===== src/rtl/spi_slave_cfg.sv =====
// spi_slave_cfg: SPI slave oversampled on CLK. Run-time SPI mode, MSB/LSB-first words,
// back-to-back words per CS frame, one-deep TX holding register, RX valid/ack and sticky errors.
module spi_slave_cfg #(
  parameter int unsigned WIDTH     = 8,
  parameter bit          LSB_FIRST = 1'b0
) (
  input  logic             CLK,
  input  logic             reset,
  input  logic [1:0]       mode,
  input  logic [WIDTH-1:0] tx_data,
  input  logic             tx_load,
  output logic             tx_ready,
  output logic [WIDTH-1:0] rx_data,
  output logic             rx_valid,
  input  logic             rx_ack,
  output logic             rx_overrun,
  output logic             tx_underrun,
  output logic             frame_err,
  input  logic             clr_err,
  output logic             busy,
  input  logic             SCLK,
  input  logic             CS,
  input  logic             SDI,
  output logic             SDO
);
  localparam int unsigned CntW = (WIDTH > 1) ? $clog2(WIDTH) : 1;
  localparam logic [CntW-1:0] LastBit = CntW'(WIDTH - 1);

  // Pin synchronisers ([1] is the synchronised value) and delayed copies for edge detection
  logic [1:0] sclk_sync_q, sclk_sync_d, cs_sync_q, cs_sync_d, sdi_sync_q, sdi_sync_d;
  logic       sclk_dly_q, sclk_dly_d, cs_dly_q, cs_dly_d;

  // Frame, shifter and host-side state
  logic             active_q, active_d;
  logic [1:0]       mode_q, mode_d;
  logic [CntW-1:0]  cnt_q, cnt_d;
  logic             pend_q, pend_d;          // CPHA=1: first bit waits for the first shift edge
  logic             word_done_q, word_done_d;
  logic             under_pend_q, under_pend_d; // zero word loaded; flag once it is clocked out
  logic [WIDTH-1:0] tx_sh_q, tx_sh_d, rx_sh_q, rx_sh_d;
  logic [WIDTH-1:0] hold_q, hold_d, rx_data_q, rx_data_d;
  logic             hold_full_q, hold_full_d, rx_valid_q, rx_valid_d;
  logic             rx_overrun_q, rx_overrun_d, tx_underrun_q, tx_underrun_d;
  logic             frame_err_q, frame_err_d;

  logic sclk_rise, sclk_fall, cs_fall, cs_rise, lead_ev, trail_ev, sample_ev, shift_ev;
  logic rx_new, load_tx, under_ev, over_ev, ferr_ev;

  // Synchroniser next state
  always_comb begin
    sclk_sync_d = {sclk_sync_q[0], SCLK};
    cs_sync_d   = {cs_sync_q[0], CS};
    sdi_sync_d  = {sdi_sync_q[0], SDI};
    sclk_dly_d  = sclk_sync_q[1];
    cs_dly_d    = cs_sync_q[1];
  end

  // Edge roles follow the mode latched at frame start
  always_comb begin
    sclk_rise = sclk_sync_q[1] & ~sclk_dly_q;
    sclk_fall = ~sclk_sync_q[1] & sclk_dly_q;
    cs_fall   = ~cs_sync_q[1] & cs_dly_q;
    cs_rise   = cs_sync_q[1] & ~cs_dly_q;
    lead_ev   = mode_q[1] ? sclk_fall : sclk_rise;
    trail_ev  = mode_q[1] ? sclk_rise : sclk_fall;
    sample_ev = active_q & (mode_q[0] ? trail_ev : lead_ev);
    shift_ev  = active_q & (mode_q[0] ? lead_ev : trail_ev);
  end

  // Frame control, shifters, holding register and host handshakes
  always_comb begin
    active_d     = active_q;
    mode_d       = mode_q;
    cnt_d        = cnt_q;
    pend_d       = pend_q;
    word_done_d  = word_done_q;
    under_pend_d = under_pend_q;
    tx_sh_d      = tx_sh_q;
    rx_sh_d      = rx_sh_q;
    hold_d       = hold_q;
    hold_full_d  = hold_full_q;
    rx_new       = 1'b0;
    load_tx      = 1'b0;
    under_ev     = 1'b0;
    ferr_ev      = 1'b0;

    if (tx_load && !hold_full_q) begin
      hold_d      = tx_data;
      hold_full_d = 1'b1;
    end

    if (cs_fall && !active_q) begin
      active_d     = 1'b1;
      mode_d       = mode;
      cnt_d        = '0;
      pend_d       = mode[0];
      word_done_d  = 1'b0;
      under_pend_d = 1'b0;
      load_tx      = 1'b1;
      under_ev     = ~hold_full_q;
    end else if (active_q && cs_rise) begin
      active_d     = 1'b0;
      ferr_ev      = (cnt_q != '0);
      cnt_d        = '0;
      pend_d       = 1'b0;
      word_done_d  = 1'b0;
      under_pend_d = 1'b0;
    end else begin
      if (sample_ev) begin
        rx_sh_d = LSB_FIRST ? {sdi_sync_q[1], rx_sh_q[WIDTH-1:1]}
                            : {rx_sh_q[WIDTH-2:0], sdi_sync_q[1]};
        if (under_pend_q) begin
          under_ev     = 1'b1;
          under_pend_d = 1'b0;
        end
        if (cnt_q == LastBit) begin
          cnt_d       = '0;
          rx_new      = 1'b1;
          word_done_d = 1'b1;
        end else begin
          cnt_d = cnt_q + CntW'(1);
        end
      end
      if (shift_ev) begin
        if (pend_q) begin
          pend_d = 1'b0;
        end else if (word_done_q) begin
          // The shift edge closing a word presents the first bit of the next one.
          word_done_d  = 1'b0;
          load_tx      = 1'b1;
          under_pend_d = ~hold_full_q;
        end else begin
          tx_sh_d = LSB_FIRST ? {1'b0, tx_sh_q[WIDTH-1:1]} : {tx_sh_q[WIDTH-2:0], 1'b0};
        end
      end
    end

    if (load_tx) begin
      tx_sh_d = hold_full_q ? hold_q : '0;
      if (hold_full_q) hold_full_d = 1'b0;
    end

    over_ev       = rx_new & rx_valid_q & ~rx_ack;
    rx_data_d     = rx_new ? rx_sh_d : rx_data_q;
    rx_valid_d    = rx_new | (rx_valid_q & ~rx_ack);
    rx_overrun_d  = (rx_overrun_q & ~clr_err) | over_ev;
    tx_underrun_d = (tx_underrun_q & ~clr_err) | under_ev;
    frame_err_d   = (frame_err_q & ~clr_err) | ferr_ev;
  end

  // State registers; CS synchroniser idles high so reset never looks like a frame
  always_ff @(posedge CLK or negedge reset) begin
    if (!reset) begin
      sclk_sync_q   <= 2'b00;
      cs_sync_q     <= 2'b11;
      sdi_sync_q    <= 2'b00;
      sclk_dly_q    <= 1'b0;
      cs_dly_q      <= 1'b1;
      active_q      <= 1'b0;
      mode_q        <= 2'b00;
      cnt_q         <= '0;
      pend_q        <= 1'b0;
      word_done_q   <= 1'b0;
      under_pend_q  <= 1'b0;
      tx_sh_q       <= '0;
      rx_sh_q       <= '0;
      hold_q        <= '0;
      hold_full_q   <= 1'b0;
      rx_data_q     <= '0;
      rx_valid_q    <= 1'b0;
      rx_overrun_q  <= 1'b0;
      tx_underrun_q <= 1'b0;
      frame_err_q   <= 1'b0;
    end else begin
      sclk_sync_q   <= sclk_sync_d;
      cs_sync_q     <= cs_sync_d;
      sdi_sync_q    <= sdi_sync_d;
      sclk_dly_q    <= sclk_dly_d;
      cs_dly_q      <= cs_dly_d;
      active_q      <= active_d;
      mode_q        <= mode_d;
      cnt_q         <= cnt_d;
      pend_q        <= pend_d;
      word_done_q   <= word_done_d;
      under_pend_q  <= under_pend_d;
      tx_sh_q       <= tx_sh_d;
      rx_sh_q       <= rx_sh_d;
      hold_q        <= hold_d;
      hold_full_q   <= hold_full_d;
      rx_data_q     <= rx_data_d;
      rx_valid_q    <= rx_valid_d;
      rx_overrun_q  <= rx_overrun_d;
      tx_underrun_q <= tx_underrun_d;
      frame_err_q   <= frame_err_d;
    end
  end

  assign tx_ready    = ~hold_full_q;
  assign rx_data     = rx_data_q;
  assign rx_valid    = rx_valid_q;
  assign rx_overrun  = rx_overrun_q;
  assign tx_underrun = tx_underrun_q;
  assign frame_err   = frame_err_q;
  assign busy        = active_q;
  assign SDO         = active_q & ~pend_q & (LSB_FIRST ? tx_sh_q[0] : tx_sh_q[WIDTH-1]);

endmodule

===== config.mk =====
export PLATFORM = sky130hd
export DESIGN_NAME = spi_slave_cfg
export DESIGN_NICKNAME = d
export VERILOG_FILES = /design/src/rtl/spi_slave_cfg.sv
export SDC_FILE = /design/constraint.sdc
export NUM_CORES = 1
export LEC_CHECK = 0
export ABC_AREA = 1
export CAP_MARGIN = 25
export CORE_ASPECT_RATIO = 1.4
export CORE_MARGIN = 2
export CORE_UTILIZATION = 50
export CTS_BUF_LIST = sky130_fd_sc_hd__clkbuf_16
export DETAILED_ROUTE_END_ITERATION = 8
export HOLD_SLACK_MARGIN = 0.03
export PLACE_DENSITY = 0.74
export SLEW_MARGIN = 30
export SYNTH_ARGS = -nofsm -noshare
export SYNTH_HDL_FRONTEND = slang
export SYNTH_SLANG_ARGS = --single-unit

===== constraint.sdc =====
create_clock -name CLK -period 1.9 [get_ports CLK]
set_input_delay 0.19 -clock CLK [delete_from_list [all_inputs] [get_ports CLK]]
set_output_delay 0.19 -clock CLK [all_outputs]
set_load 0.05 [all_outputs]

* Word-level counts from Yosys, hierarchy flattened
Index checks and enable logic that the tools add are counted.
Cells by class: add/subtract/negate cells 1, bitwise operators 26, reductions and logical operators 11, equal/unequal tests 5, multiplexer cells 54
Operator list (count):
- $mux W8 | 10
- $mux W1 | 40
- $and A1 B1 Y1 | 14
- $mux W3 | 4
- $reduce_bool A3 Y1 | 3
- $not A1 Y1 | 8
- $reduce_and A5 Y1 | 1
- $ne A2 B1 Y1 const B | 2
- $ne A2 B2 Y1 const B | 2
- $or A1 B1 Y1 | 4
- $reduce_bool A2 Y1 | 2
- $add A3 B1 Y3 const B | 1
- $eq A3 B3 Y1 const B | 1
- $logic_and A1 B1 Y1 | 3
- $logic_not A1 Y1 | 2
Storage, ports and cells: output and inout bits 15, word-level logic and storage cells 117, input bits 18, register bits 54

* Logic depth before layout (Yosys ltp)
word-level depth 11, gate-level depth with buffers 9, gate-level depth less buffers 9

* Worst setup path before layout
OpenSTA, ideal clock, no wires.
kind flip-flop to output port, from register active_q, in the netlist busy, to output port SDO, required time 1.710 ns, cell stages (with the launch flop) 3, path slack 0.256 ns, arrival time 1.454 ns, path buffers 0, cells stage by stage dfrtp_1 -> nand2_1 -> nor2_1
Between the ends: cells in the longest elaborated chain, start to end 2
RTL lines:
- from (decl) | RTL line 34 | logic active_q, active_d;
- from (signal assigned) | RTL line 180 | active_q <= active_d;
- $and A1 B1 Y1 (2 in a row) | RTL line 205 | assign SDO = active_q & ~pend_q & (LSB_FIRST ? tx_sh_q[0] : tx_sh_q[WIDTH-1]);
- to (decl) | RTL line 24 | output logic SDO
No other way between the ends.

* Final worst setup path
from register active_q, in the netlist busy, to output port busy
RTL lines:
- to (decl) | RTL line 20 | output logic busy,
No word-level cell between the ends.

==> impl_results.md <==
- Power share of the clock group: 26.2%
- Total gr overflow: 0
- Initial antenna violation count: 0
- Tcrit/Tclk final: 94.1%
- Seq/Total Area, Yosys: 57.7%
- Cts bufs inserted: 5
- Power consumption: 3.80 mW
- WP data required: 1.71 ns
- Final worst path period need: 1.79 ns
- Post-route setup TNS: 0 ns
- Post-CTS setup buffer count: 0
- Core Rows: 29
- Clk buf depth: 2
- Critical Path Fanout Max: 7
- Endpoints failing setup: 0
- Ys flop type: dfrtp_1
- Pin slew with the least headroom to its limit: 0.650 ns
- Via count: 1,677
- CTS tree: done
- I/O Buffers: 32
- Vias per cell: 5.01
- Syn Std Cell Area: 2300 um^2
- CTS resizes: 0
- # IOs: 33
- Top cells by area, synth: dfrtp_1, nand2_1, nand3_1
- Core Area: 4500 um^2
- Final slew viol count: 0
- Die W: 61.4 um
- Number of max-cap violations: 0
- Largest net degree at the start of global routing: 54
- Starting Density: 51.2%
- CTS root buf: clkbuf_16
- Final core utilization: 63.1%
- Pwr/cell area: 1340 nW/um^2
- Share of cells above drive strength 1: 15.0%
- TritonRoute pass-1 iters: 7
- Area delta synth->final: 23.2%
- Ys async rst share: 100%
- Slowest CP cell: clkdlybuf4s50_1
- Pre-CTS setup slack: 0.137 ns
- Critical Path End Type: output port
- Synth Register Bits: 53
- Chip height: 84.3 um
- Htree depth: 2
- Area leader, netlist: dfrtp_1
- Post-synth cell types: 26
- Worst ir drop on vdd: 853 uV
- Fillcell total: 411
- Static Leak: 1.37 nW
- DR WL/cell: 12.8 um
- Hold-fix buffers at CTS: 0
- Die Footprint: 5180 um^2
- Setup WS post-layout: 0.112 ns
- Slowest cell delay on critical path: 0.84 ns
- Vias in the first global route: 1,691
- RSZ-0062 raised after global routing: false
- Slew headroom: 56.7%
- DP Wirelength: 3000 um
- Crit-path cells: clkdlybuf4s50_1
- ANT nets after route: 0
- Post-synth EDFFs: 0
- Cell count after placement: 327
- Most common cell in the synthesized netlist: nand2_1
- Post-Syn Nets: 257
- Logic pwr share: 31.5%
- Clock-pin slew on the worst setup and hold paths: 0.07 ns
- Reg power frac: 42.3%
- DRC viols: 0
- All-Layer GR Usage: 19.1%
- NetSw: 1.32 mW
- Synthesis Warnings: 0
- Cell count after synthesis: 236
- Final Routed Wirelength: 4270 um
- Status: finished clean
- Most frequent cells after synthesis: nand2_1, dfrtp_1, inv_1, nand3_1, o21ai_0
- Crit path launch type: flip-flop
- Layout Cells excl Fill: 335
- Hold Vio Cnt, Final: 0
- Setup Skew: 0.00431 ns
- Clk_lat worst skew: 0.29 ns
- Kind of critical path: reg2out
- Layout Nets: 293
- WP data arrival: 1.60 ns
- Syn avg cell area: 9.77 um^2
- Delay-heaviest family, CP: buffers and inverters
- Synth top area share: 54.3%
- Hold Path Class: in2async
- Clk sinks: 53
- DRT iter0 DRCs: 54
- Internal power: 2.48 mW
- Buf+Inv Stages, Crit Path: 1
- Sw frac: 34.8%
- GP Congestion: 0.797
- First-pass GRT wire length: 7380 um
- Fmax: 559 MHz
- # diodes: 0
==> worst paths after layout <==
check                                         startpoint  slack [ns]  cells after the start                       to
worst max register to register  sclk_sync_q[1]$_DFF_PN0_        0.31                      8   rx_data[7]$_DFFE_PN0P_
worst max-delay path                    busy$_DFFE_PN0P_        0.11                      1                     busy
min in group CLK                                      CS        0.31                      1   cs_sync_q[0]$_DFF_PN1_
worst min register to register   sdi_sync_q[0]$_DFF_PN0_        0.35                      0  sdi_sync_q[1]$_DFF_PN0_
worst min-delay path                               reset       0.005                      2    hold_q[4]$_DFFE_PN0P_
max in group asynchronous                          reset        1.46                      2   rx_data[0]$_DFFE_PN0P_
==> per-stage QoR <==
step                      hold WS [ns]  cell area (um^2)
after floorplan                 -0.106              2300
after global placement           0.333              2670
after detailed placement         0.337              2670
after CTS                       0.0376              2830
after global routing            0.0734              2840
final                          0.00491              2840
==> final cells by class <==
cell class,instances,area [um^2],share of cell area [%]
multi-input combinational,141,798,28.1
timing repair buffer,35,333,11.7
sequential,53,1330,46.8
clock buffer,5,125,4.41
tap,62,77.6,2.73
inverter,36,138,4.85
clock inverter,3,37.5,1.32
==> cells in the final DEF (no fill, tap or decap) <==
cell type / count
dfstp_2: 3
o21ai_2: 8
nand2_1: 54
o21ai_0: 16
o22ai_2: 1
nand2_4: 1
a21oi_1: 3
inv_4: 1
buf_4: 5
inv_2: 1
nand3_2: 2
dfrtp_1: 50
nand2_2: 1
clkbuf_16: 5
o221ai_1: 1
clkinv_1: 1
o32ai_1: 1
nor2_4: 1
nand4_1: 2
mux2_2: 8
inv_1: 35
nand3_4: 1
bufinv_16: 1
nor2_1: 6
buf_2: 1
ha_1: 3
a21oi_4: 1
clkdlybuf4s50_1: 29
nand3_1: 31
==> power groups by stage <==
| stage | registers, mW | clock network, mW | logic [mW] |
|---|---|---|---|
| after floorplan | 1.65 | 0 | 0.847 |
| after global placement | 1.61 | 0 | 1.16 |
| after detailed placement | 1.62 | 0 | 1.20 |
| after CTS | 1.61 | 1.02 | 1.20 |
| after global routing | 1.65 | 1.06 | 1.34 |
| final | 1.61 | 0.996 | 1.20 |
==> state kept, by name, summed over array words and instances, names as in the netlist, 3 cells and up <==
name     cells
rx_sh_q      7
rx_data      8
cnt_q        3
hold_q       8
tx_sh_q      8
==> per-layer routing <==
metal	up-vias	global-route usage (%)	part of all wire, %
met5	-	0	0
met4	0	7.93	2.2
met3	9	5.55	4.2
met2	34	30.5	51
met1	807	23.7	42
li1	827	-	-
==> kinds of logic (layout without fill, tap and decap cells) <==
group	count (synthesis)	in the layout	synth area share, %
AND/OR/NAND/NOR	99	99	19.7
flip-flops	53	53	57.7
buffers and inverters	42	79	7.87
AO/OA/AOI/OAI	31	31	9.18
multiplexers	8	8	3.91
adder cells (fa/ha/maj)	3	3	1.63
No activity file was read; power rests on OpenSTA's default activity.
